**src/rtl/alu_seq_if.sv**
```systemverilog
// Valid/ready operand and result bundle between operand-fetch, the sequential ALU
// and writeback.
interface alu_seq_if #(
  parameter int WIDTH = 32
);
  logic             in_valid;
  logic             in_ready;
  logic [2:0]       command;
  logic [WIDTH-1:0] operandA;
  logic [WIDTH-1:0] operandB;
  logic             out_valid;
  logic             out_ready;
  logic [WIDTH-1:0] result;
  logic             carryout;
  logic             zero;
  logic             overflow;

  modport master (
    output in_valid, command, operandA, operandB, out_ready,
    input  in_ready, out_valid, result, carryout, zero, overflow
  );

  modport slave (
    input  in_valid, command, operandA, operandB, out_ready,
    output in_ready, out_valid, result, carryout, zero, overflow
  );
endinterface

```
**src/rtl/alu_seq.sv**
```systemverilog
// Handshaked sequential ALU: single-cycle ADD/SUB/XOR/SLT/CNE, one-bit-per-cycle
// SLL/SRL and shift-add MUL, with result and flags registered behind valid/ready.
module alu_seq #(
  parameter int WIDTH  = 32,
  parameter bit MUL_EN = 1'b1
) (
  input logic      clk,
  input logic      reset,
  alu_seq_if.slave bus
);

  localparam int SW = $clog2(WIDTH);
  localparam int CW = SW + 1;
  localparam logic [CW-1:0] CNT_ONE  = CW'(1);
  localparam logic [CW-1:0] MUL_TERM = CW'(WIDTH - 1);

  localparam logic [2:0] CMD_ADD = 3'd0;
  localparam logic [2:0] CMD_SUB = 3'd1;
  localparam logic [2:0] CMD_XOR = 3'd2;
  localparam logic [2:0] CMD_SLT = 3'd3;
  localparam logic [2:0] CMD_CNE = 3'd4;
  localparam logic [2:0] CMD_SLL = 3'd5;
  localparam logic [2:0] CMD_MUL = 3'd6;
  localparam logic [2:0] CMD_SRL = 3'd7;

  typedef enum logic [1:0] {
    ST_IDLE = 2'd0,
    ST_EXEC = 2'd1,
    ST_DONE = 2'd2
  } state_t;

  typedef struct packed {
    logic [WIDTH-1:0] res;
    logic             carry;
    logic             ovf;
  } alu_out_t;

  state_t             state_r, state_nx_s;
  logic               in_ready_s, out_valid_s;
  logic               accept_s, needs_exec_s, term_s;
  logic [SW-1:0]      shamt_in_s;
  alu_out_t           single_s;
  logic [WIDTH-1:0]   shift_nx_s;
  logic               shift_out_s;
  logic [2*WIDTH-1:0] pp_sum_s;

  logic [2:0]         cmd_r;
  logic [SW-1:0]      shamt_r;
  logic [CW-1:0]      count_r;
  logic [WIDTH-1:0]   sh_r;
  logic [2*WIDTH-1:0] mcand_r;
  logic [WIDTH-1:0]   mplier_r;
  logic [2*WIDTH-1:0] acc_r;
  logic [WIDTH-1:0]   result_r;
  logic               carry_r, zero_r, ovf_r;

  // Commands finishing in the accept cycle; shifts only arrive here with shamt=0.
  function automatic alu_out_t single_op(input logic [2:0] cmd,
                                         input logic [WIDTH-1:0] a,
                                         input logic [WIDTH-1:0] b);
    logic [WIDTH:0] add_v, sub_v;
    logic           add_ovf, sub_ovf;
    alu_out_t       o;
    add_v   = {1'b0, a} + {1'b0, b};
    sub_v   = {1'b0, a} + {1'b0, ~b} + {{WIDTH{1'b0}}, 1'b1};
    add_ovf = (a[WIDTH-1] == b[WIDTH-1]) && (add_v[WIDTH-1] != a[WIDTH-1]);
    sub_ovf = (a[WIDTH-1] != b[WIDTH-1]) && (sub_v[WIDTH-1] != a[WIDTH-1]);
    o.res   = {WIDTH{1'b0}};
    o.carry = 1'b0;
    o.ovf   = 1'b0;
    case (cmd)
      CMD_ADD: begin
        o.res   = add_v[WIDTH-1:0];
        o.carry = add_v[WIDTH];
        o.ovf   = add_ovf;
      end
      CMD_SUB: begin
        o.res   = sub_v[WIDTH-1:0];
        o.carry = sub_v[WIDTH];
        o.ovf   = sub_ovf;
      end
      CMD_XOR: o.res = a ^ b;
      CMD_SLT: o.res = {{(WIDTH-1){1'b0}}, sub_v[WIDTH-1] ^ sub_ovf};
      CMD_CNE: o.res = {{(WIDTH-1){1'b0}}, (a != b)};
      CMD_SLL: o.res = a;
      CMD_SRL: o.res = a;
      CMD_MUL: o.ovf = 1'b1;
      default: o.res = {WIDTH{1'b0}};
    endcase
    return o;
  endfunction

  // FSM state register
  always_ff @(posedge clk or posedge reset) begin
    if (reset) begin
      state_r <= ST_IDLE;
    end else begin
      state_r <= state_nx_s;
    end
  end

  // FSM next-state logic
  always_comb begin
    state_nx_s = state_r;
    case (state_r)
      ST_IDLE: begin
        if (accept_s) state_nx_s = needs_exec_s ? ST_EXEC : ST_DONE;
        else          state_nx_s = ST_IDLE;
      end
      ST_EXEC: begin
        if (term_s) state_nx_s = ST_DONE;
        else        state_nx_s = ST_EXEC;
      end
      ST_DONE: begin
        if (accept_s)           state_nx_s = needs_exec_s ? ST_EXEC : ST_DONE;
        else if (bus.out_ready) state_nx_s = ST_IDLE;
        else                    state_nx_s = ST_DONE;
      end
      default: state_nx_s = ST_IDLE;
    endcase
  end

  // FSM handshake outputs
  always_comb begin
    in_ready_s  = 1'b0;
    out_valid_s = 1'b0;
    case (state_r)
      ST_IDLE: in_ready_s = 1'b1;
      ST_EXEC: in_ready_s = 1'b0;
      ST_DONE: begin
        in_ready_s  = bus.out_ready;
        out_valid_s = 1'b1;
      end
      default: in_ready_s = 1'b0;
    endcase
  end

  // Accept decode and per-cycle shift / partial-product step
  always_comb begin
    accept_s   = bus.in_valid & in_ready_s;
    shamt_in_s = bus.operandB[SW-1:0];
    single_s   = single_op(bus.command, bus.operandA, bus.operandB);
    if ((bus.command == CMD_MUL) && MUL_EN) begin
      needs_exec_s = 1'b1;
    end else if (((bus.command == CMD_SLL) || (bus.command == CMD_SRL)) &&
                 (shamt_in_s != {SW{1'b0}})) begin
      needs_exec_s = 1'b1;
    end else begin
      needs_exec_s = 1'b0;
    end
    if (cmd_r == CMD_SLL) begin
      shift_nx_s  = {sh_r[WIDTH-2:0], 1'b0};
      shift_out_s = sh_r[WIDTH-1];
    end else begin
      shift_nx_s  = {1'b0, sh_r[WIDTH-1:1]};
      shift_out_s = sh_r[0];
    end
    if (mplier_r[0]) pp_sum_s = acc_r + mcand_r;
    else             pp_sum_s = acc_r;
    // The step taken on the terminal edge is the last one, so result comes from it.
    if (cmd_r == CMD_MUL) term_s = (count_r == MUL_TERM);
    else                  term_s = (count_r == ({1'b0, shamt_r} - CNT_ONE));
  end

  // Operand latch, iteration state and registered result/flags
  always_ff @(posedge clk or posedge reset) begin
    if (reset) begin
      cmd_r    <= 3'd0;
      shamt_r  <= {SW{1'b0}};
      count_r  <= {CW{1'b0}};
      sh_r     <= {WIDTH{1'b0}};
      mcand_r  <= {(2*WIDTH){1'b0}};
      mplier_r <= {WIDTH{1'b0}};
      acc_r    <= {(2*WIDTH){1'b0}};
      result_r <= {WIDTH{1'b0}};
      carry_r  <= 1'b0;
      zero_r   <= 1'b0;
      ovf_r    <= 1'b0;
    end else if (accept_s) begin
      cmd_r    <= bus.command;
      shamt_r  <= shamt_in_s;
      count_r  <= {CW{1'b0}};
      sh_r     <= bus.operandA;
      mcand_r  <= {{WIDTH{1'b0}}, bus.operandA};
      mplier_r <= bus.operandB;
      acc_r    <= {(2*WIDTH){1'b0}};
      if (!needs_exec_s) begin
        result_r <= single_s.res;
        carry_r  <= single_s.carry;
        ovf_r    <= single_s.ovf;
        zero_r   <= (single_s.res == {WIDTH{1'b0}});
      end
    end else if (state_r == ST_EXEC) begin
      count_r  <= count_r + CNT_ONE;
      sh_r     <= shift_nx_s;
      mcand_r  <= {mcand_r[2*WIDTH-2:0], 1'b0};
      mplier_r <= {1'b0, mplier_r[WIDTH-1:1]};
      acc_r    <= pp_sum_s;
      if (term_s) begin
        if (cmd_r == CMD_MUL) begin
          result_r <= pp_sum_s[WIDTH-1:0];
          carry_r  <= 1'b0;
          ovf_r    <= (pp_sum_s[2*WIDTH-1:WIDTH] != {WIDTH{1'b0}});
          zero_r   <= (pp_sum_s[WIDTH-1:0] == {WIDTH{1'b0}});
        end else begin
          result_r <= shift_nx_s;
          carry_r  <= shift_out_s;
          ovf_r    <= 1'b0;
          zero_r   <= (shift_nx_s == {WIDTH{1'b0}});
        end
      end
    end
  end

  assign bus.in_ready  = in_ready_s;
  assign bus.out_valid = out_valid_s;
  assign bus.result    = result_r;
  assign bus.carryout  = carry_r;
  assign bus.zero      = zero_r;
  assign bus.overflow  = ovf_r;

endmodule

```
**src/flat_wrapper.sv**
```systemverilog
// flat-port wrapper written by rule: the top's interface ports become plain ports
module alu_seq_flat 
#(
  parameter int WIDTH  = 32,
  parameter bit MUL_EN = 1'b1
)
  (clk, reset, bus_in_valid, bus_command, bus_operandA, bus_operandB, bus_out_ready, bus_in_ready, bus_out_valid, bus_result, bus_carryout, bus_zero, bus_overflow);
  alu_seq_if #(.WIDTH(WIDTH)) bus_i ();
  input logic clk;
  input logic reset;
  input wire logic [$bits(bus_i.in_valid)-1:0] bus_in_valid;
  input wire logic [$bits(bus_i.command)-1:0] bus_command;
  input wire logic [$bits(bus_i.operandA)-1:0] bus_operandA;
  input wire logic [$bits(bus_i.operandB)-1:0] bus_operandB;
  input wire logic [$bits(bus_i.out_ready)-1:0] bus_out_ready;
  output wire logic [$bits(bus_i.in_ready)-1:0] bus_in_ready;
  output wire logic [$bits(bus_i.out_valid)-1:0] bus_out_valid;
  output wire logic [$bits(bus_i.result)-1:0] bus_result;
  output wire logic [$bits(bus_i.carryout)-1:0] bus_carryout;
  output wire logic [$bits(bus_i.zero)-1:0] bus_zero;
  output wire logic [$bits(bus_i.overflow)-1:0] bus_overflow;
  assign bus_i.in_valid = bus_in_valid;
  assign bus_i.command = bus_command;
  assign bus_i.operandA = bus_operandA;
  assign bus_i.operandB = bus_operandB;
  assign bus_i.out_ready = bus_out_ready;
  assign bus_in_ready = bus_i.in_ready;
  assign bus_out_valid = bus_i.out_valid;
  assign bus_result = bus_i.result;
  assign bus_carryout = bus_i.carryout;
  assign bus_zero = bus_i.zero;
  assign bus_overflow = bus_i.overflow;
  alu_seq #(.WIDTH(WIDTH), .MUL_EN(MUL_EN)) u_core (.clk(clk), .reset(reset), .bus(bus_i));
endmodule
```
**config.mk**
```make
export PLATFORM = sky130hd
export DESIGN_NAME = alu_seq_flat
export DESIGN_NICKNAME = d
export VERILOG_FILES = /design/src/rtl/alu_seq_if.sv /design/src/rtl/alu_seq.sv /design/src/flat_wrapper.sv
export SDC_FILE = /design/constraint.sdc
export NUM_CORES = 1
export LEC_CHECK = 0
export ABC_CLOCK_PERIOD_IN_PS = 13900
export CORE_MARGIN = 3
export CORE_UTILIZATION = 62
export DETAILED_ROUTE_END_ITERATION = 8
export PLACE_DENSITY = 0.9
export SLEW_MARGIN = 20
export SYNTH_ARGS = -nofsm -noshare
export SYNTH_HDL_FRONTEND = slang
export SYNTH_SLANG_ARGS = --single-unit
```
**constraint.sdc**
```tcl
create_clock -name clk -period 13.9 [get_ports clk]
set_clock_uncertainty 0.1 [all_clocks]
set_input_delay 4.17 -clock clk [delete_from_list [all_inputs] [get_ports clk]]
set_output_delay 4.17 -clock clk [all_outputs]
set_load 0.02 [all_outputs]
```
Yosys cells after proc, flatten, opt, wreduce, memory -nomap -nowiden
Index checks and enable logic that the tools add are counted.
{"block": "op_classes", "n_addsub": 6, "eq_ne": 19, "n_mux": 47, "bitwise_logic": 4, "reduce_logical": 15}
{"operator": "$mux W32", "n": 10}
{"operator": "$mux W64", "n": 5}
{"operator": "$pmux W32 S6", "n": 1}
{"operator": "$logic_not A32 Y1", "n": 3}
{"operator": "$add A32 B32 Y33", "n": 2}
{"operator": "$add A64 B64 Y64", "n": 1}
{"operator": "$add A33 B1 Y33 const B", "n": 1}
{"operator": "$ne A32 B32 Y1", "n": 1}
{"operator": "$not A32 Y32", "n": 1}
{"operator": "$reduce_bool A32 Y1", "n": 1}
{"operator": "$xor A32 B32 Y32", "n": 1}
{"operator": "$mux W1", "n": 20}
{"operator": "$eq A3 B3 Y1 const B", "n": 6}
{"operator": "$mux W6", "n": 2}
{"operator": "$mux W2", "n": 5}
{"operator": "$add A6 B1 Y6 const B", "n": 1}
{"operator": "$eq A3 B2 Y1 const B", "n": 2}
{"operator": "$eq A6 B5 Y1 const B", "n": 1}
{"operator": "$eq A6 B6 Y1", "n": 1}
{"operator": "$pmux W2 S3", "n": 1}
{"operator": "$sub A5 B1 Y6 const B", "n": 1}
{"operator": "$reduce_bool A5 Y1", "n": 1}
{"operator": "$pmux W1 S2", "n": 2}
{"operator": "$reduce_bool A2 Y1", "n": 2}
{"operator": "15 further kinds", "n": 19}
{"block": "word_totals", "register_bits": 243, "out_inout_bits": 37, "wordCells": 103}

Depth between registers and ports, before layout
Gate-level depths: netlist of the first run.
{"block": "logic_depth", "depth_word": 10, "ltp_mapped": 26, "mapped_depth_nobuf": 25}

Least setup slack after synthesis of the first run
No wires, ideal clock.
{"block": "synth_timing", "path_type": "input port to output port", "from": "in bus_out_ready", "to": "out bus_in_ready", "t_arrival_ps": 4538, "t_required_ps": 9630, "setup_slack_ps": 5092, "stages": 2, "n_path_buf": 0, "path_cell_list": "nor2b_1 nor2_1"}
{"block": "synth_via", "elab_chain_cells": 1}
{"element": "from (decl)", "line": "flat_wrapper.sv:15", "text": "input wire logic [$bits(bus_i.out_ready)-1:0] bus_out_ready;"}
{"element": "$pmux W1 S2", "line": "alu_seq.sv:127", "text": "case (state_r)"}
{"element": "to (decl)", "line": "flat_wrapper.sv:16", "text": "output wire logic [$bits(bus_i.in_ready)-1:0] bus_in_ready;"}
No other way between the ends.

Worst setup path after layout of the first run
{"block": "layout_timing", "from": "in bus_operandB[3]", "to": "reg u_core.zero_r, in the netlist u_core.bus.zero"}
{"block": "layout_via", "elab_chain_cells": 10, "elab_cells_between_ends": 19, "classes_between": "add/sub (3); eq/ne (3); mux (5); bitwise (3); reduce/logical (5)"}
{"element": "from (decl)", "line": "flat_wrapper.sv:14", "text": "input wire logic [$bits(bus_i.operandB)-1:0] bus_operandB;"}
{"element": "$not A32 Y32", "line": "alu_seq.sv:65", "text": "sub_v = {1'b0, a} + {1'b0, ~b} + {{WIDTH{1'b0}}, 1'b1};"}
{"element": "$add A32 B32 Y33", "line": "alu_seq.sv:65"}
{"element": "$add A33 B1 Y33", "line": "alu_seq.sv:65"}
{"element": "$ne A1 B1 Y1", "line": "alu_seq.sv:67", "text": "sub_ovf = (a[WIDTH-1] != b[WIDTH-1]) && (sub_v[WIDTH-1] != a[WIDTH-1]);"}
{"element": "$logic_and A1 B1 Y1", "line": "alu_seq.sv:67"}
{"element": "$xor A1 B1 Y1", "line": "alu_seq.sv:83", "text": "CMD_SLT: o.res = {{(WIDTH-1){1'b0}}, sub_v[WIDTH-1] ^ sub_ovf};"}
{"element": "$pmux W32 S6", "line": "alu_seq.sv:71", "text": "case (cmd)"}
{"element": "$logic_not A32 Y1", "line": "alu_seq.sv:191", "text": "zero_r <= (single_s.res == {WIDTH{1'b0}});"}
{"element": "$mux W1", "line": "alu_seq.sv:187", "text": "if (!needs_exec_s) begin"}
{"element": "$mux W1", "line": "alu_seq.sv:179", "text": "end else if (accept_s) begin"}
{"element": "to (signal assigned)", "line": "alu_seq.sv:191"}
{"element": "to (signal assigned)", "line": "alu_seq.sv:204", "text": "zero_r <= (pp_sum_s[WIDTH-1:0] == {WIDTH{1'b0}});"}
{"element": "to (signal assigned)", "line": "alu_seq.sv:209", "text": "zero_r <= (shift_nx_s == {WIDTH{1'b0}});"}
{"element": "to (decl)", "line": "alu_seq.sv:55", "text": "logic carry_r, zero_r, ovf_r;"}
Several ways; a longest one is shown, not always the timed one. The select of a mux whose other input is x is not followed.
A chain may end at the register's enable or synchronous reset.

==> results.md, run 1 <==
### Clocking
- 1 — number of levels in the clock H-tree
- 0.06 ns — clock transition time at the flip-flop clock pins of the worst setup and hold paths
- 28 — CTS buffer count
- yes — clock tree from TritonCTS
- sky130_fd_sc_hd__clkbuf_16 — root cell of the clock tree
- 0 — post-CTS setup buffer count
- 243 — clock sink total
- 0 — cells resized by post-CTS repair
- 3 — Clock Tree Buf Depth
- 0 — count of hold buffers inserted by post-cts repair
- 0.58 ns — clock latency of the later-clocked register in the worst-skew pair

### Worst setup path
- sky130_fd_sc_hd__or4b_2 — critical path's slowest cell
- flop — endpoint class of the critical path
- bus_operandB[3] — start point of the critical path
- u_core.bus.zero — capturing instance or port of the critical path
- input port — kind of start point of the critical path
- 15 — Worst R2R Path Depth
- 9.12 ns — setup slack of the most critical reg-to-reg path
- sky130_fd_sc_hd__nand4_1 — Crit path top cell by count
- 10.38 ns — arrival time at the worst endpoint
- u_core.bus.zero — end of the worst register-to-register path
- 11 — Crit Path Max Fanout
- input port to flop — category of the most critical setup path
- u_core.shamt_r[0] — source of the worst register-to-register timing path
- 14.29 ns — CP Data Required Time
- 0.70 ns — longest individual stage delay on the worst path

### Yosys
- 0.0422 — share of synthesized area spent on multiplexers
- 2612 — number of standard cells after synthesis
- sky130_fd_sc_hd__dfrtp_1 — Post-synth top flop
- sky130_fd_sc_hd__dfrtp_1 — dominant cell type by area after synthesis
- 0.297 — share of synthesized area occupied by flip-flops and latches
- 0 — number of enable-type register cells in the synthesized netlist
- sky130_fd_sc_hd__nand2_1 (426), sky130_fd_sc_hd__dfrtp_1 (243), sky130_fd_sc_hd__a21oi_1 (230) — top cell types by occurrence after synthesis
- 0.0360 — XOR/XNOR share of the synthesized area
- 110 — count of distinct cell types in the synthesized netlist
- sky130_fd_sc_hd__nand2_1 — most frequently used cell type in the post-synthesis netlist
- 0.297 — top-area cell type share of the netlist area
- 0.277 — post-synthesis compound-gate area fraction
- sky130_fd_sc_hd__dfrtp_1 (30%), sky130_fd_sc_hd__ha_1 (7.9%), sky130_fd_sc_hd__nand2_1 (7.8%) — largest cells by area after synthesis
- 0 — count of yosys warnings during synthesis
- 1.00 — share of flip-flops with an asynchronous set or reset
- 0.0828 — Post-Synth Adder-Cell Area
- 243 — post-synthesis sequential element count
- 0.0205 sq mm — mapped cell area
- 0.212 — synthesized-area fraction occupied by and/or/nand/nor cells
- compound AO/OA/AOI/OAI gates — combinational family with the most area after synthesis
- 7.83 sq um — average cell area after synthesis
- 2816 — Post-Syn Nets

### Placed design
- 1.01 — final estimated routing congestion in global placement
- 0.0216 sq mm — total placed instance area
- 107 — count of buffers inserted at the top-level ports
- 3008 — count of placed standard cells including taps
- 3.62 ns — Post-Place Worst Slack
- 57600 microns — HPWL after detailed placement

### Cells and area
- 0.0225 sq mm — final standard cell area without fillers
- 2511 — number of inserted filler cells in the final layout
- 2808 — number of nets in the layout
- 0.703 — fin util
- 0.0560 — layout cells sized above 1
- 3062 — final non-filler cell total
- 10.0% — area growth from synthesis to final layout

### Route
- 7.18 — via-per-instance ratio
- 25.9 microns — final routed wire length divided by cell count
- 3306 — number of violations reported at the end of detailed-routing iteration 0
- 21987 — count of vias placed by the detailed router
- 0 — number of DRC violations after detailed routing
- 7 — detailed-router iteration count before antenna repair
- 79400 microns — final wirelength
- 0 — final antenna-violating net count

### Timing
- 0.718 — share of the clock period used by the worst path
- 3.92 ns — final worst-path setup slack
- 0.380 ns — worst hold slack
- 9.98 ns — Min Clock Period, post-route
- 0 ns — total negative slack
- 1.18 ns — actual transition at the worst max-transition pin
- 0.100 GHz — FMAX
- 0 — Final Hold Vio Count
- 0.214 — Slew headroom
- 0 — setup-violating endpoint count in the final report
- false — RSZ-0062 raised after global routing
- 0 — final number of max-transition violations

### Power and ir drop
- 9.86 nW — leakage power
- 4.48 mW — total power of the final layout
- 199 mW/mm^2 — Cell Pwr Density
- 0.395 mV — highest ir drop seen on vdd

### Floorplan
- 188 microns — Die H
- 188 microns — die width
- 108 — Top Ports
- 0.0320 sq mm — Core Area
- 0.0352 sq mm — die footprint
- 0.638 — initial core utilization
- 65 — Placement Rows

### Global route
- 125 — maximum number of pins on one net before global-route repair
- 0 — total congestion overflow
- 21063 — vias in the first global route
- 123000 microns — global-route wire length before repair
- 0.438 — GRT Total Usage
- 1 — initial antenna violation count

### Outcome
- completed — status

### Run
- 0 — max-cap violations

### Worst hold path
- flop to flop — Hold Path Class

==> cell usage in the layout (no fill, tap or decap), types with 53 or more instances in the layout <==
cell type                         netlist  layout
sky130_fd_sc_hd__a22oi_1               82      82
sky130_fd_sc_hd__inv_1                 84      83
sky130_fd_sc_hd__dfrtp_1              243     242
sky130_fd_sc_hd__nand4_1               53      53
sky130_fd_sc_hd__nor2_1               187     184
sky130_fd_sc_hd__ha_1                 129     129
sky130_fd_sc_hd__nand3_1               91      91
sky130_fd_sc_hd__nand2_1              426     425
sky130_fd_sc_hd__o21ai_0              206     206
sky130_fd_sc_hd__mux2i_1               66      66
sky130_fd_sc_hd__clkdlybuf4s50_1        0     107
sky130_fd_sc_hd__xnor2_1               56      56
sky130_fd_sc_hd__a21oi_1              230     230
==> cells by family after synthesis <==
kind of cell / count (synthesis)
AND/OR/NAND/NOR: 948
flip-flops: 243
XOR/XNOR: 84
multiplexers: 83
AO/OA/AOI/OAI: 861
adder cells (fa/ha/maj): 133
buffers and inverters: 260
==> sequential cells by signal, indices dropped and copies added (netlist names) <==
signal               flops
u_core.count_r           6
u_core.sh_r             32
u_core.cmd_r             3
u_core.bus.carryout      1
u_core.bus.zero          1
u_core.acc_r            64
u_core.mcand_r          64
u_core.mplier_r         32
u_core.bus.overflow      1
u_core.bus.result       32
u_core.state_r           2
u_core.shamt_r           5
==> critical path: cells and delay by family <==
family	cells	cell delay, ns
AND/OR/NAND/NOR	14	3.16
AO/OA/AOI/OAI	8	1.70
buffers and inverters	2	0.61
adder cells (fa/ha/maj)	2	0.71
==> report_power, final <==
group / switching [mW] / total, mW / internal [mW]
registers: 0.255 / 1.22 / 0.962
logic: 1.65 / 2.49 / 0.839
clock network: 0.331 / 0.771 / 0.440
==> layer usage <==
| layer | up-vias | GRT usage | share of wire |
|---|---|---|---|
| li1 | 9515 | - | - |
| met1 | 10502 | 0.581 | 0.39 |
| met2 | 1596 | 0.673 | 0.43 |
| met3 | 370 | 0.106 | 0.12 |
| met4 | 4 | 0.210 | 0.061 |
| met5 | - | 0 | 0.00048 |
==> worst min-delay path by stage <==
| stage | startpoint | end | cells past startpoint |
|---|---|---|---|
| 3_5_place_dp | u_core.mplier_r[19] | u_core.mplier_r[19] | 2 |
| 4_1_cts | u_core.mplier_r[13] | u_core.mplier_r[13] | 2 |
| 2_1_floorplan | u_core.mplier_r[2] | u_core.mplier_r[2] | 2 |
| 5_1_grt | u_core.mplier_r[10] | u_core.mplier_r[10] | 2 |
| 6_report | u_core.mplier_r[25] | u_core.mplier_r[25] | 2 |
| 3_3_place_gp | u_core.mplier_r[2] | u_core.mplier_r[2] | 2 |
==> layout make-up <==
class / count / area (sq um) / share of cell area
repair buffers: 134 / 1280 / 0.0567
diodes: 2 / 5.00 / 0.000222
well taps: 435 / 544 / 0.0242
flip-flops and latches: 243 / 6080 / 0.270
clock inverters: 13 / 131 / 0.00584
multi-input cells: 2109 / 13300 / 0.592
clock buffers: 38 / 800 / 0.0355
inverters: 88 / 338 / 0.0150
Note: power is estimated with default switching activity, not from simulation.
==> inputs of run 2 (changes only) <==
ABC_CLOCK_PERIOD_IN_PS = 9000   (was 13900)
CORE_UTILIZATION = 56   (was 62)
PLACE_DENSITY = 0.86   (was 0.9)
clock period = 9 ns   (was 13.9 ns; I/O delays follow)
==> run 2 against run 1 <==
Against the previous run:
- non-clock buffer count is 26 higher
- sequential share of layout area is 0.38 points lower
- via count is 2.7% lower
- die area is 10% higher
- routed wire length is 2.7% lower
- flip-flop and latch count stayed put
==> results.md, run 2 (same netlist as run 1, synthesis figures left out) <==
### Outcome
- completed — status, unchanged

### Power and ir drop
- 0.274 — Reg power frac, was 0.272
- 3.36 mW — switching power, was 2.24 mW
- 0.488 — switching share of total power, was 0.500
- 0.185 — part of the total power dissipated in the clock network, was 0.172
- 10.0 nW — leakage power, was 9.86 nW
- 3.52 mW — total internal power, was 2.24 mW
- 0.431 mV — highest ir drop seen on vdd, was 0.395 mV
- 6.88 mW — total power of the final layout, was 4.48 mW
- 301 mW/mm^2 — Cell Pwr Density, was 199 mW/mm^2
- 0.541 — Gate power share, was 0.556

### Timing
- 0 — Final Hold Vio Count, unchanged
- 0 ns — total negative slack, unchanged
- 8.12 ns — Min Clock Period, post-route
- 0 — setup-violating endpoint count in the final report, unchanged
- 1.07 ns — actual transition at the worst max-transition pin, was 1.18 ns
- false — RSZ-0062 raised after global routing, unchanged
- 0.377 ns — worst hold slack, was 0.380 ns
- 0 — final number of max-transition violations, unchanged
- 0.123 GHz — FMAX
- 0.285 — Slew headroom, was 0.214
- 0.902 — share of the clock period used by the worst path
- 0.878 ns — final worst-path setup slack, was 3.92 ns

### Cells and area
- sky130_fd_sc_hd__nand2_1 — leading cell type in the layout, fill and taps excluded, unchanged
- 3119 — number of inserted filler cells in the final layout, was 2511
- 0 — antenna diode instance count, was 2
- 0.637 — fin util, was 0.703
- 0.0667 — layout cells sized above 1, was 0.0560
- sky130_fd_sc_hd__nand2_1 (425), sky130_fd_sc_hd__dfrtp_1 (242), sky130_fd_sc_hd__a21oi_1 (230) — leading cell types in the layout, fill and taps excluded, unchanged
- 11.6% — area growth from synthesis to final layout, was 10.0%
- 2835 — number of nets in the layout, was 2808
- 0.0228 sq mm — final standard cell area without fillers, was 0.0225 sq mm
- u_core.acc_r x64, u_core.mcand_r x64 — largest registers, unchanged
- 3115 — final non-filler cell total, was 3062

### Floorplan
- 69 — Placement Rows, was 65
- 197 microns — die width, was 188 microns
- 0.571 — initial core utilization, was 0.638
- 197 microns — Die H, was 188 microns
- 0.0389 sq mm — die footprint, was 0.0352 sq mm
- 0.0358 sq mm — Core Area, was 0.0320 sq mm
- 108 — Top Ports, unchanged

### Clocking
- sky130_fd_sc_hd__clkbuf_16 — root cell of the clock tree, unchanged
- yes — clock tree from TritonCTS, unchanged
- 29 — CTS buffer count, was 28
- 243 — clock sink total, unchanged
- 3 — Clock Tree Buf Depth, unchanged
- 0.58 ns — clock latency of the later-clocked register in the worst-skew pair, about the same
- 0.06 ns — clock transition time at the flip-flop clock pins of the worst setup and hold paths, about the same
- 0 — post-CTS setup buffer count, unchanged
- 0 — count of hold buffers inserted by post-cts repair, unchanged
- 1 — number of levels in the clock H-tree, unchanged
- 0 — cells resized by post-CTS repair, unchanged

### Global route
- 0.388 — GRT Total Usage, was 0.438
- 20337 — vias in the first global route, was 21063
- 142 — maximum number of pins on one net before global-route repair, was 125
- 0 — total congestion overflow, unchanged
- 2 — initial antenna violation count, was 1
- 119000 microns — global-route wire length before repair, was 123000 microns

### Placed design
- 0.982 — final estimated routing congestion in global placement, was 1.01
- 0.398 ns — Post-Place Worst Slack, was 3.62 ns
- 3061 — count of placed standard cells including taps, was 3008
- 107 — count of buffers inserted at the top-level ports, unchanged
- 57300 microns — HPWL after detailed placement, was 57600 microns
- 0.0218 sq mm — total placed instance area, was 0.0216 sq mm

### Worst setup path
- input port — kind of start point of the critical path, unchanged
- u_core.mcand_r[4] — source of the worst register-to-register timing path, was u_core.shamt_r[0]
- 8.50 ns — arrival time at the worst endpoint, was 10.38 ns
- 7 — Crit Path Max Fanout, was 11
- flop — endpoint class of the critical path, unchanged
- 9.38 ns — CP Data Required Time, was 14.29 ns
- bus_operandA[1] — start point of the critical path, was bus_operandB[3]
- input port to flop — category of the most critical setup path, unchanged

### Worst hold path
- flop to flop — Hold Path Class, unchanged
- u_core.mplier_r[4] — critical hold path startpoint, was u_core.mplier_r[25]

### Route
- 2459 — number of violations reported at the end of detailed-routing iteration 0, was 3306
- 6.87 — via-per-instance ratio, was 7.18
- 6 — detailed-router iteration count before antenna repair, was 7
- 77300 microns — final wirelength, was 79400 microns
- 24.8 microns — final routed wire length divided by cell count, was 25.9 microns
- 0 — number of DRC violations after detailed routing, unchanged
- 21395 — count of vias placed by the detailed router, was 21987
- 0 — final antenna-violating net count, unchanged

### Run
- 0 — max-cap violations, unchanged

-- run 2: cell type report --
cell class	instances	area, sq um	share of cell area
Clock buffer	36	782	0.0342
Clock inverter	18	225	0.00986
Inverter	88	334	0.0146
Tap cell	461	577	0.0253
Timing Repair Buffer	160	1490	0.0654
Multi-Input combinational cell	2109	13300	0.584
Sequential cell	243	6080	0.266
-- run 2: routing by layer --
layer,track usage,share of wire,up-vias
met1,0.544,0.42,10346
met4,0.144,0.043,2
met5,0,0.00017,-
met2,0.613,0.44,1280
li1,-,-,9578
met3,0.0594,0.095,189
-- run 2: worst paths after layout --
kind	to	slack (ns)	cells past startpoint
worst max register to register	u_core.bus.overflow	4.50	13
max in group asynchronous	u_core.mplier_r[0]	5.30	3
min in group asynchronous	u_core.mplier_r[26]	2.35	2
worst min-delay path	u_core.mplier_r[4]	0.38	2
worst min register to register	u_core.mplier_r[4]	0.38	2
worst max-delay path	u_core.bus.zero	0.88	26
-- run 2: critical path, cell delays in order --
cell and delay (ns):
sky130_fd_sc_hd__clkdlybuf4s50_1 0.59, sky130_fd_sc_hd__ha_1 0.44, sky130_fd_sc_hd__nor2b_1 0.15, sky130_fd_sc_hd__o21a_1 0.18, sky130_fd_sc_hd__o21ai_0 0.09, sky130_fd_sc_hd__nor3b_2 0.21, sky130_fd_sc_hd__or4b_2 0.70, sky130_fd_sc_hd__a31oi_1 0.31
sky130_fd_sc_hd__a31oi_1 0.17, sky130_fd_sc_hd__nor2b_1 0.13, sky130_fd_sc_hd__o21ai_0 0.10, sky130_fd_sc_hd__nand2b_1 0.11, sky130_fd_sc_hd__fa_1 0.31, sky130_fd_sc_hd__nor3b_1 0.08, sky130_fd_sc_hd__a21oi_1 0.15, sky130_fd_sc_hd__nor2_1 0.06
sky130_fd_sc_hd__a311o_1 0.30, sky130_fd_sc_hd__a2111oi_0 0.32, sky130_fd_sc_hd__nand4_1 0.13, sky130_fd_sc_hd__nor3_1 0.22, sky130_fd_sc_hd__nand4_1 0.13, sky130_fd_sc_hd__nor4_1 0.29, sky130_fd_sc_hd__buf_4 0.18, sky130_fd_sc_hd__and3_1 0.15
sky130_fd_sc_hd__nand4_1 0.09, sky130_fd_sc_hd__o22ai_1 0.20
-- run 2: power by group through the flow --
stage	clock (mW)	sequential (mW)	combinational (mW)
after CTS	1.27	1.86	3.64
after global routing	1.31	1.92	4.02
after global placement	0	1.86	3.54
after floorplan	0	1.81	2.49
final	1.27	1.89	3.72
after detailed placement	0	1.87	3.61
